[config.mk]
export PLATFORM = sky130hd
export DESIGN_NAME = apb_completer_mem
export DESIGN_NICKNAME = d
export VERILOG_FILES = /design/src/rtl/apb_completer_mem.sv
export SDC_FILE = /design/constraint.sdc
export NUM_CORES = 1
export LEC_CHECK = 0
export CAP_MARGIN = 20
export CORE_AREA = 5 5 211 213
export CTS_BUF_LIST = sky130_fd_sc_hd__clkbuf_16
export DETAILED_ROUTE_END_ITERATION = 10
export DIE_AREA = 0 0 216 218
export DONT_BUFFER_PORTS = 1
export PLACE_DENSITY = 0.79
export SLEW_MARGIN = 20
export SYNTH_ARGS = -nofsm -noshare
export SYNTH_HDL_FRONTEND = slang
export SYNTH_SLANG_ARGS = --single-unit
[constraint.sdc]
create_clock -name pclk -period 3 [get_ports pclk]
set_input_delay 0.6 -clock pclk [delete_from_list [all_inputs] [get_ports pclk]]
set_output_delay 0.6 -clock pclk [all_outputs]
set_load 0.005 [all_outputs]
[src/rtl/apb_completer_mem.sv]
// APB completer backed by a small register-file memory with programmable wait states,
// misaligned-access error responses and a saturating error counter.
module apb_completer_mem #(
  parameter int unsigned ADDR_W      = 60,
  parameter int unsigned DATA_W      = 32,
  parameter int unsigned DEPTH       = 16,
  parameter int unsigned WAIT_CYCLES = 1,
  parameter int unsigned COMP_ID     = 0
) (
  input  logic              pclk,
  input  logic              preset_n,
  input  logic              psel,
  input  logic              penable,
  input  logic              pwrite,
  input  logic [ADDR_W-1:0] paddr,
  input  logic [DATA_W-1:0] pwdata,
  output logic [DATA_W-1:0] prdata,
  output logic              pready,
  output logic              pslverr,
  output logic [7:0]        err_count,
  output logic [3:0]        comp_id_o
);

  localparam int unsigned IdxW     = $clog2(DEPTH);
  localparam logic [3:0]  WaitInit = 4'(WAIT_CYCLES);

  typedef enum logic [0:0] {StIdle, StAccess} state_e;

  state_e              state_q, state_d;
  logic [3:0]          wcnt_q, wcnt_d;
  logic                write_q, write_d;
  logic [IdxW-1:0]     idx_q, idx_d;
  logic                misal_q, misal_d;
  logic [DATA_W-1:0]   wdata_q, wdata_d;
  logic                pready_q, pready_d;
  logic                pslverr_q, pslverr_d;
  logic [DATA_W-1:0]   prdata_q, prdata_d;
  logic [7:0]          err_q, err_d;
  logic [DATA_W-1:0]   mem_q [DEPTH];
  logic [DATA_W-1:0]   mem_d [DEPTH];

  logic                err_inc;
  logic                resp_fire;
  logic                resp_write;
  logic [IdxW-1:0]     resp_idx;
  logic                resp_misal;
  logic [IdxW-1:0]     setup_idx;
  logic                setup_misal;

  // Upper address bits are already decoded by the crossbar.
  logic unused_paddr;
  assign unused_paddr = ^paddr[ADDR_W-1:IdxW+2];

  assign setup_idx   = paddr[IdxW+1:2];
  assign setup_misal = |paddr[1:0];

  always_comb begin
    state_d    = state_q;
    wcnt_d     = wcnt_q;
    write_d    = write_q;
    idx_d      = idx_q;
    misal_d    = misal_q;
    wdata_d    = wdata_q;
    mem_d      = mem_q;
    err_inc    = 1'b0;
    resp_fire  = 1'b0;
    resp_write = write_q;
    resp_idx   = idx_q;
    resp_misal = misal_q;

    unique case (state_q)
      StIdle: begin
        if (psel && !penable) begin
          state_d = StAccess;
          write_d = pwrite;
          idx_d   = setup_idx;
          misal_d = setup_misal;
          wdata_d = pwdata;
          wcnt_d  = WaitInit;
          // Zero-wait: the first access cycle is already the completion cycle.
          if (WaitInit == 4'd0) begin
            resp_fire  = 1'b1;
            resp_write = pwrite;
            resp_idx   = setup_idx;
            resp_misal = setup_misal;
          end
        end else if (psel && penable) begin
          err_inc = 1'b1;
        end
      end
      StAccess: begin
        if (!psel) begin
          state_d = StIdle;
        end else if (wcnt_q != 4'd0) begin
          wcnt_d = wcnt_q - 4'd1;
          if (wcnt_q == 4'd1) begin
            resp_fire = 1'b1;
          end
        end else begin
          state_d = StIdle;
          if (write_q && !misal_q) begin
            mem_d[idx_q] = wdata_q;
          end
          if (misal_q) begin
            err_inc = 1'b1;
          end
        end
      end
      default: state_d = StIdle;
    endcase
  end

  // Response is registered one edge ahead so the completion cycle has no comb path from psel.
  always_comb begin
    pready_d  = 1'b0;
    pslverr_d = 1'b0;
    prdata_d  = '0;
    if (resp_fire) begin
      pready_d  = 1'b1;
      pslverr_d = resp_misal;
      if (!resp_write && !resp_misal) begin
        prdata_d = mem_q[resp_idx];
      end
    end
  end

  always_comb begin
    err_d = err_q;
    if (err_inc && (err_q != 8'hFF)) begin
      err_d = err_q + 8'd1;
    end
  end

  always_ff @(posedge pclk or negedge preset_n) begin
    if (!preset_n) begin
      state_q   <= StIdle;
      wcnt_q    <= 4'd0;
      write_q   <= 1'b0;
      idx_q     <= '0;
      misal_q   <= 1'b0;
      wdata_q   <= '0;
      pready_q  <= 1'b0;
      pslverr_q <= 1'b0;
      prdata_q  <= '0;
      err_q     <= 8'd0;
      for (int i = 0; i < int'(DEPTH); i++) begin
        mem_q[i] <= '0;
      end
    end else begin
      state_q   <= state_d;
      wcnt_q    <= wcnt_d;
      write_q   <= write_d;
      idx_q     <= idx_d;
      misal_q   <= misal_d;
      wdata_q   <= wdata_d;
      pready_q  <= pready_d;
      pslverr_q <= pslverr_d;
      prdata_q  <= prdata_d;
      err_q     <= err_d;
      for (int i = 0; i < int'(DEPTH); i++) begin
        mem_q[i] <= mem_d[i];
      end
    end
  end

  assign pready    = pready_q;
  assign pslverr   = pslverr_q;
  assign prdata    = prdata_q;
  assign err_count = err_q;
  assign comp_id_o = 4'(COMP_ID);

endmodule

==> results of run 1 <==
## timing repair
action                                 in CTS  in global routing
endpoints found under the hold margin     597                597
setup buffers                               0                  0
gates resized for setup                     0                  0
## kinds of logic (layout without fill, tap and decap cells)
family	Yosys count	in the layout	share of synthesized area
adders and majority gates	4	4	0.00188
AOI/OAI and AO/OA	40	40	0.0125
muxes	711	711	0.362
xor gates and xnor gates	7	7	0.00230
buffers and inverters	203	222	0.0377
and+or+nand+nor	97	97	0.0240
DFF	597	597	0.560
other	1	4	0.000141
## per-layer routing
| metal | track usage | vias to the layer above | share of wire |
|---|---|---|---|
| met2 | 0.390 | 243 | 0.49 |
| li1 | - | 6042 | - |
| met4 | 0.0422 | 2 | 0.015 |
| met3 | 0.0480 | 70 | 0.044 |
| met5 | 0 | - | 0.00020 |
| met1 | 0.342 | 7593 | 0.45 |
## cell usage in the layout, fill, tap and decap left out, types with 5 or more instances in the layout
cell	count
clkbuf_16	61
nor2_1	5
mux2_4	54
mux2_1	38
nand2_1	41
clkinv_2	5
mux4_2	128
buf_12	14
o221ai_1	32
dfrtp_1	594
buf_4	35
bufinv_16	6
mux2_2	491
inv_1	89
xor2_1	7
nand2b_1	6
clkinv_1	9
nor3_1	5
nor3_4	11
## power groups by stage
| stage | Clock [uW] | Sequential, uW | Combinational, uW |
|---|---|---|---|
| 2_1_floorplan | 0 | 8820 | 1620 |
| 3_3_place_gp | 0 | 9260 | 1640 |
| 3_5_place_dp | 0 | 9310 | 1670 |
| 4_1_cts | 7360 | 9180 | 1670 |
| 5_1_grt | 7740 | 9270 | 1780 |
| 6_report | 7220 | 9180 | 1640 |
## worst max-delay path, stage by stage, from the launching register on
cell and delay (ns):
dfrtp_1 0.39, inv_1 0.11, ha_1 0.25, or4b_1 0.57, nor3_1 0.41, nand2b_2 0.32
buf_4 0.34, o221ai_1 0.28
## registers in the layout (all words and copies together) (netlist names)
name,cells
mem_q,512
misal_q,1
wdata_q,32
pready,1
prdata,32
err_count,8
wcnt_q,4
pslverr,1
idx_q,4
state_q,1
resp_write,1
## final timing paths
check	slack (ns)	from	to	cells after the start
setup / recovery	0.20	wcnt_q[0]	prdata[21]	7
hold / removal	-0.31	preset_n	err_count[0]	0
setup reg to reg	0.20	wcnt_q[0]	prdata[21]	7
hold reg to reg	0.48	mem_q[233]	mem_q[233]	1
max in group asynchronous	1.15	preset_n	idx_q[0]	0
min in group pclk	0.12	pwdata[13]	wdata_q[13]	1
## area by class of cell
| cell class | instances | area [um^2] | area share |
|---|---|---|---|
| Clock buffer | 61 | 1530 | 0.0524 |
| Multi-Input combinational cell | 863 | 10800 | 0.371 |
| Inverter | 67 | 251 | 0.00864 |
| Clock inverter | 45 | 369 | 0.0127 |
| Sequential cell | 597 | 14900 | 0.513 |
| Tap cell | 546 | 683 | 0.0235 |
| Timing Repair Buffer | 49 | 543 | 0.0186 |
## metrics by stage
step                 util  instances  hold slack [ns]  total power [uW]  area, um^2
finish              0.685       2228           -0.306             18000       29100
global route        0.685       2228           -0.339             18800       29100
CTS                 0.685       2228           -0.325             18200       29100
detailed placement  0.640       2122            0.345             11000       27200
global placement    0.640       2122            0.345             10900       27200
floorplan               -       1663            0.304             10400       26700
==> impl_metrics.env, run 1 <==
export IMPL_power_density_mw_per_mm2=620
export IMPL_first_pass_iters=4
export IMPL_cp_arrival_ns=3.31
export IMPL_synth_common_cells="dfrtp_1, mux2_2, mux4_2"
export IMPL_antenna_found_initial=2
export IMPL_grt_use_total=0.238
export IMPL_hold_violations=109
export IMPL_critical_path_class="reg -> reg"
export IMPL_p_switching_uw=4570
export IMPL_synth_edf_count=0
export IMPL_clk_path_buf_depth=3
export IMPL_synthesis_instances=1660
export IMPL_post_route_min_period_ns=2.80
export IMPL_yosys_most_used_dff="dfrtp_1"
export IMPL_yosys_cell_count_top_type="dfrtp_1"
export IMPL_synth_top_cell_by_area="dfrtp_1"
export IMPL_synth_warnings=0
export IMPL_synth_top_cell_area_share=0.560
export IMPL_cts_root_buf="clkbuf_16"
export IMPL_startpoint_type="flip-flop"
export IMPL_die_area_mm2=0.0471
export IMPL_cts_sinks=597
export IMPL_intPower_uw=13500
export IMPL_route_detailed_drc=0
export IMPL_io_buffers=0
export IMPL_tns_ns=0
export IMPL_dp_hpwl_mm=30.9
export IMPL_ys_types=45
export IMPL_required_ns=3.51
export IMPL_slew_violations=486
export IMPL_antenna_diode_count=0
export IMPL_fp_row_count=76
export IMPL_seqPwrFrac=0.509
export IMPL_tightest_slew_ns=2.38
export IMPL_synth_area_leaders="dfrtp_1, mux2_2, mux4_2"
export IMPL_die_x_um=216
export IMPL_rsz0062_at_grt="false"
export IMPL_clk_insertion_delay_late_ns=0.63
export IMPL_cts_max_level=2
export IMPL_die_h_um=218
export IMPL_n_fill_cell=2750
export IMPL_core_area_mm2=0.0425
export IMPL_grt_pass1_wl_mm=88.5
export IMPL_routed_via_density=6.26
export IMPL_ant_nets=0
export IMPL_finalCritPeriodShare=0.933
export IMPL_synthToLayoutAreaGrowth_pct=9.12
export IMPL_post_place_ws_ns=0.243
export IMPL_finClkSkew_ns=0.0226
export IMPL_pwr_share_clk=0.400
export IMPL_setup_viol=0
export IMPL_fmax_mhz=357
export IMPL_syn_avg_cell_area_um2=16.1
export IMPL_first_global_vias=15275
export IMPL_start_util=0.628
export IMPL_slew_headroom=-0.585
export IMPL_fin_ws_ns=0.201
export IMPL_cts_made_buffers=60
export IMPL_grt_max_degree=598
export IMPL_power_leakage_uw=0.0141
export IMPL_path_clk_slew_ns=0.06
export IMPL_irDropWorstVdd_v=0.000562
export IMPL_fin_nets=1739
export IMPL_routabilityCongestion=0.755
export IMPL_wirelength_mm=53.8
export IMPL_ios=143
export IMPL_seq_area_frac_synth=0.560
export IMPL_status="finished with violations"
export IMPL_async_flop_share=1.00
export IMPL_drv_cap=0
export IMPL_hold_path_class="in -> async"
export IMPL_violations="hold timing, slew limit"
export IMPL_overflow=0
export IMPL_ys_ff_latch=597
export IMPL_netlist_area_mm2=0.0267
export IMPL_pwr_share_comb=0.091
export IMPL_worst_hold_slack_ns=-0.306
export IMPL_final_layout_size_suffix_gt1_frac=0.490
export IMPL_vias=13950
export IMPL_switching_share=0.253
export IMPL_initialDrtViolationCount=991
export IMPL_cp_end_kind="flip-flop"
export IMPL_cp_max_fo=15
export IMPL_cts_tree="yes"
export IMPL_wl_per_cell_um=24.2
No activity file was read; power rests on OpenSTA's default activity.
==> run 2, diff against run 1 <==
--- a/config.mk
+++ b/config.mk
@@ -6,10 +6,10 @@
 export NUM_CORES = 1
 export LEC_CHECK = 0
 export CAP_MARGIN = 20
-export CORE_AREA = 5 5 211 213
+export CORE_AREA = 10 10 216 218
 export CTS_BUF_LIST = sky130_fd_sc_hd__clkbuf_16
 export DETAILED_ROUTE_END_ITERATION = 10
-export DIE_AREA = 0 0 216 218
+export DIE_AREA = 0 0 226 228
 export DONT_BUFFER_PORTS = 1
 export PLACE_DENSITY = 0.79
 export SLEW_MARGIN = 20
==> run 2 against run 1 <==
Compared with the run above: the flow still finishes with violations (hold timing, slew limit); flip-flop and latch count stayed put; maximum frequency is 1.6% lower; register-to-register slack worse by 0.04 ns; largest power group unchanged; sequential share of layout area hardly changed; critical endpoint is now mem_q[390]; largest cell class unchanged; sequential power hardly changed.
==> impl_metrics.env, run 2 (synthesis results as in run 1) <==
export IMPL_crit_family="simple AND/OR/NAND/NOR gates"
export IMPL_seq_area_mm2=0.0149
export IMPL_start_util=0.628
export IMPL_routabilityCongestion=0.773
export IMPL_slew_violations=231
export IMPL_n_fill_cell=2770
export IMPL_die_x_um=226
export IMPL_seqPwrFrac=0.513
export IMPL_first_pass_iters=4
export IMPL_wl_per_cell_um=24.7
export IMPL_setup_viol=0
export IMPL_place_area_mm2=0.0273
export IMPL_ant_nets=0
export IMPL_cp_max_fo=20
export IMPL_grt_max_degree=598
export IMPL_drv_cap=0
export IMPL_fp_row_count=76
export IMPL_power_leakage_uw=0.0141
export IMPL_hold_violations=330
export IMPL_rsz0062_at_grt="false"
export IMPL_core_area_mm2=0.0425
export IMPL_overflow=0
export IMPL_pwr_share_comb=0.094
export IMPL_grt_pass1_wl_mm=88.7
export IMPL_intPower_uw=13300
export IMPL_fmax_mhz=352
export IMPL_worst_hold_slack_ns=-0.310
export IMPL_final_layout_size_suffix_gt1_frac=0.493
export IMPL_cts_made_buffers=60
export IMPL_io_buffers=0
export IMPL_die_h_um=228
export IMPL_post_route_min_period_ns=2.84
export IMPL_initialDrtViolationCount=1030
export IMPL_cts_max_level=2
export IMPL_first_global_vias=15246
export IMPL_dp_hpwl_mm=32.0
export IMPL_top_register="mem_q"
export IMPL_critical_path_buf_inv_count=3
export IMPL_multiInputGateArea_mm2=0.0108
export IMPL_wirelength_mm=55.3
export IMPL_synthToLayoutAreaGrowth_pct=9.07
export IMPL_routed_via_density=6.24
export IMPL_mostFrequentLayoutCell="dfrtp_1"
export IMPL_tns_ns=0
export IMPL_fin_ws_ns=0.157
export IMPL_cp_arrival_ns=3.34
export IMPL_cpMostUsedCell="buf_4"
export IMPL_route_detailed_drc=0
export IMPL_clk_path_buf_depth=3
export IMPL_finish_utilization=0.685
export IMPL_pwr_share_clk=0.393
export IMPL_path_clk_slew_ns=0.06
export IMPL_cts_tree="yes"
export IMPL_antenna_found_initial=0
export IMPL_final_cell_mix="dfrtp_1, mux2_2, mux4_2"
export IMPL_largest_reg_flops=512
export IMPL_fin_nets=1745
export IMPL_cp_end_kind="flip-flop"
export IMPL_vias=13967
export IMPL_critical_path_class="reg -> reg"
export IMPL_ios=143
export IMPL_finalCritPeriodShare=0.948
export IMPL_power_density_mw_per_mm2=614
export IMPL_irDropWorstVdd_v=0.000502
export IMPL_violations="hold timing, slew limit"
export IMPL_cts_sinks=597
export IMPL_status="finished with violations"
export IMPL_startpoint_type="flip-flop"
export IMPL_post_place_ws_ns=0.214
export IMPL_die_area_mm2=0.0515
export IMPL_clk_insertion_delay_late_ns=0.62
export IMPL_cp_cell_sequence="inv_1, ha_1, nor3b_4, nand4b_2, buf_4, or3_2, buf_4, mux2_1"
export IMPL_required_ns=3.49
export IMPL_cpPeakStageDelay_ns=0.49
export IMPL_p_switching_uw=4620
export IMPL_tightest_slew_ns=1.73
export IMPL_cts_root_buf="clkbuf_16"
export IMPL_hold_path_class="in -> async"
export IMPL_finClkSkew_ns=0.0131
export IMPL_switching_share=0.259
export IMPL_finish_instance_area_mm2=0.0291
export IMPL_reg2reg_slack_ns=0.16
export IMPL_grt_use_total=0.219
export IMPL_slowest_stage="or3_2"
export IMPL_slew_headroom=-0.155
## run 2: repair_timing
item / 4_1_cts / 5_1_grt
hold endpoints to repair: 597 / 597
gates resized for setup: 0 / 0
setup buffers: 0 / 0
## run 2: through the flow
step | total power, uW | std cells
global route | 18500 | 2236
CTS | 18000 | 2236
global placement | 10900 | 2128
finish | 17900 | 2237
floorplan | 10400 | 1663
detailed placement | 11000 | 2128
## run 2: layout make-up
type | count | share of cell area
flip-flops and latches | 597 | 0.514
multi-input cells | 863 | 0.371
clock buffers | 62 | 0.0533
well taps | 546 | 0.0235
repair buffers | 55 | 0.0202
clock inverters | 46 | 0.00967
inverters | 67 | 0.00864
diodes | 1 | 0.0000860
## run 2: final timing paths
check	start	end	depth (start not counted)
min in group pclk	pwdata[17]	wdata_q[17]	1
min reg2reg	mem_q[338]	mem_q[338]	1
max	wcnt_q[0]	mem_q[390]	8
max reg2reg	wcnt_q[0]	mem_q[390]	8
max in group asynchronous	preset_n	idx_q[1]	0
min	preset_n	wdata_q[14]	0
## run 2: power groups by stage
stage | clock network, uW | registers [uW] | logic (uW)
2_1_floorplan | 0 | 8820 | 1620
4_1_cts | 7140 | 9170 | 1710
6_report | 7020 | 9180 | 1680
5_1_grt | 7460 | 9270 | 1810
3_5_place_dp | 0 | 9310 | 1700
3_3_place_gp | 0 | 9260 | 1660
## run 2: routing by layer
layer	track usage	share of wire
met1	0.301	0.44
met2	0.361	0.50
met3	0.0326	0.041
met4	0.0602	0.020
met5	0	0
==> run 3, diff against run 2 <==
==> constraint.sdc (replaced) <==
create_clock -name pclk -period 3.1 [get_ports pclk]
set_input_delay 0.62 -clock pclk [delete_from_list [all_inputs] [get_ports pclk]]
set_output_delay 0.62 -clock pclk [all_outputs]
set_load 0.005 [all_outputs]
==> run 3 against run 2 <==
Compared with the run above: the run still ends with hold timing, slew limit left; maximum frequency up 0.50%; count of clock-buffer cells in the layout up 1; largest cell class unchanged; worst hold slack better by 0.012 ns; clock power up 3%; non-clock buffer count unchanged; sequential share of layout area down 0.14 points; core utilization up 0.19 points.
==> impl_metrics.env, run 3 (synthesis results as in run 1) <==
export IMPL_die_x_um=226
export IMPL_wl_per_cell_um=25.0
export IMPL_critical_path_class="reg -> reg"
export IMPL_reg2reg_depth=7
export IMPL_fin_nets=1746
export IMPL_place_inst=2128
export IMPL_first_pass_iters=5
export IMPL_top_register="mem_q"
export IMPL_path_clk_slew_ns=0.06
export IMPL_tightest_slew_ns=2.39
export IMPL_worst_hold_slack_ns=-0.298
export IMPL_grt_max_degree=598
export IMPL_synthToLayoutAreaGrowth_pct=9.36
export IMPL_cp_end_kind="flip-flop"
export IMPL_grt_use_total=0.223
export IMPL_startpoint_type="flip-flop"
export IMPL_fin_ws_ns=0.271
export IMPL_switching_share=0.257
export IMPL_slew_violations=360
export IMPL_core_area_mm2=0.0425
export IMPL_die_h_um=228
export IMPL_mostFrequentLayoutCell="dfrtp_1"
export IMPL_cts_tree="yes"
export IMPL_die_area_mm2=0.0515
export IMPL_status="finished with violations"
export IMPL_fp_row_count=76
export IMPL_final_layout_size_suffix_gt1_frac=0.501
export IMPL_antenna_found_initial=1
export IMPL_slew_headroom=-0.595
export IMPL_pwr_share_clk=0.407
export IMPL_wirelength_mm=56.1
export IMPL_violations="hold timing, slew limit"
export IMPL_routabilityCongestion=0.737
export IMPL_drv_cap=0
export IMPL_finalCritPeriodShare=0.913
export IMPL_rsz0062_at_grt="false"
export IMPL_hold_violations=208
export IMPL_required_ns=3.60
export IMPL_ios=143
export IMPL_tns_ns=0
export IMPL_routed_via_density=6.26
export IMPL_io_buffers=0
export IMPL_finalNonFillerCells=2242
export IMPL_seqPwrFrac=0.503
export IMPL_setup_viol=0
export IMPL_route_detailed_drc=0
export IMPL_clk_insertion_delay_late_ns=0.62
export IMPL_reg2reg_slack_ns=0.27
export IMPL_cts_max_level=2
export IMPL_grt_pass1_wl_mm=89.7
export IMPL_cp_arrival_ns=3.33
export IMPL_irDropWorstVdd_v=0.000476
export IMPL_post_route_min_period_ns=2.83
export IMPL_vias=14041
export IMPL_post_place_ws_ns=0.284
export IMPL_hold_path_class="in -> async"
export IMPL_cp_max_fo=23
export IMPL_power_density_mw_per_mm2=606
export IMPL_p_switching_uw=4530
export IMPL_cts_root_buf="clkbuf_16"
export IMPL_r2r_end="mem_q[115]"
export IMPL_pwr_share_comb=0.090
export IMPL_cts_sinks=597
export IMPL_final_cell_mix="dfrtp_1, mux2_2, mux4_2"
export IMPL_startpoint="wcnt_q[0]"
export IMPL_intPower_uw=13100
export IMPL_start_util=0.628
export IMPL_clk_path_buf_depth=3
export IMPL_initialDrtViolationCount=968
export IMPL_fmax_mhz=353
export IMPL_ctsResizeCount=0
export IMPL_crit_end="mem_q[115]"
export IMPL_reg2reg_from="wcnt_q[0]"
export IMPL_power_leakage_uw=0.0142
export IMPL_first_global_vias=15245
export IMPL_largest_reg_flops=512
export IMPL_ant_nets=0
export IMPL_finClkSkew_ns=0.0130
export IMPL_dp_hpwl_mm=32.0
export IMPL_overflow=0
export IMPL_postCtsSetupRepairBufs=0
export IMPL_cts_made_buffers=61
run 3: cell count changes in the layout (fill, tap and decap cells not counted), moves of 2 or more:
| cell | change |
|---|---|
| inv_1 | -11 |
| buf_12 | -4 |
| bufinv_16 | +3 |
| buf_4 | +4 |
| clkinv_2 | +8 |
| inv_6 | +2 |
run 3: critical path: stages, from the launching register on:
cell and delay, ns:
dfrtp_1 0.39, inv_1 0.14, ha_1 0.26, nor3b_4 0.28
nand4b_2 0.25, or4_2 0.62, buf_4 0.36, mux2_1 0.40
run 3: area by class of cell:
class	instances	area [um^2]
Clock buffer	63	1580
Multi-Input combinational cell	863	10800
Fill cell	2806	13300
Clock inverter	49	383
Tap cell	546	683
Inverter	67	251
Antenna cell	2	5.00
Sequential cell	597	14900
Timing Repair Buffer	55	538
run 3: metal layers:
metal  vias to the layer above  track usage  wire length [um]
li1                       6031            -                 -
met3                        66       0.0373              2520
met4                         0       0.0559               862
met2                       247        0.366             28100
met5                         -            0                 0
met1                      7697        0.306             24600
run 3: worst min-delay path by stage:
stage / start / slack, ns / to
global route: preset_n / -0.32 / wdata_q[14]
global placement: preset_n / 0.37 / wdata_q[14]
detailed placement: preset_n / 0.35 / wdata_q[14]
floorplan: preset_n / 0.32 / err_count[0]
CTS: preset_n / -0.31 / mem_q[63]
finish: preset_n / -0.30 / wdata_q[14]
run 3: power groups by stage:
| stage | Clock [uW] | Combinational [uW] | Sequential [uW] |
|---|---|---|---|
| 5_1_grt | 7650 | 1720 | 8980 |
| 4_1_cts | 7350 | 1610 | 8880 |
| 2_1_floorplan | 0 | 1560 | 8540 |
| 3_5_place_dp | 0 | 1610 | 9010 |
| 6_report | 7200 | 1590 | 8890 |
| 3_3_place_gp | 0 | 1570 | 8970 |
run 3: per-stage QoR:
| stage | instance area [um^2] | power, uW | util |
|---|---|---|---|
| floorplan | 26700 | 10100 | - |
| global placement | 27200 | 10500 | 0.640 |
| detailed placement | 27200 | 10600 | 0.640 |
| CTS | 29200 | 17800 | 0.686 |
| global route | 29200 | 18300 | 0.686 |
| finish | 29200 | 17700 | 0.687 |
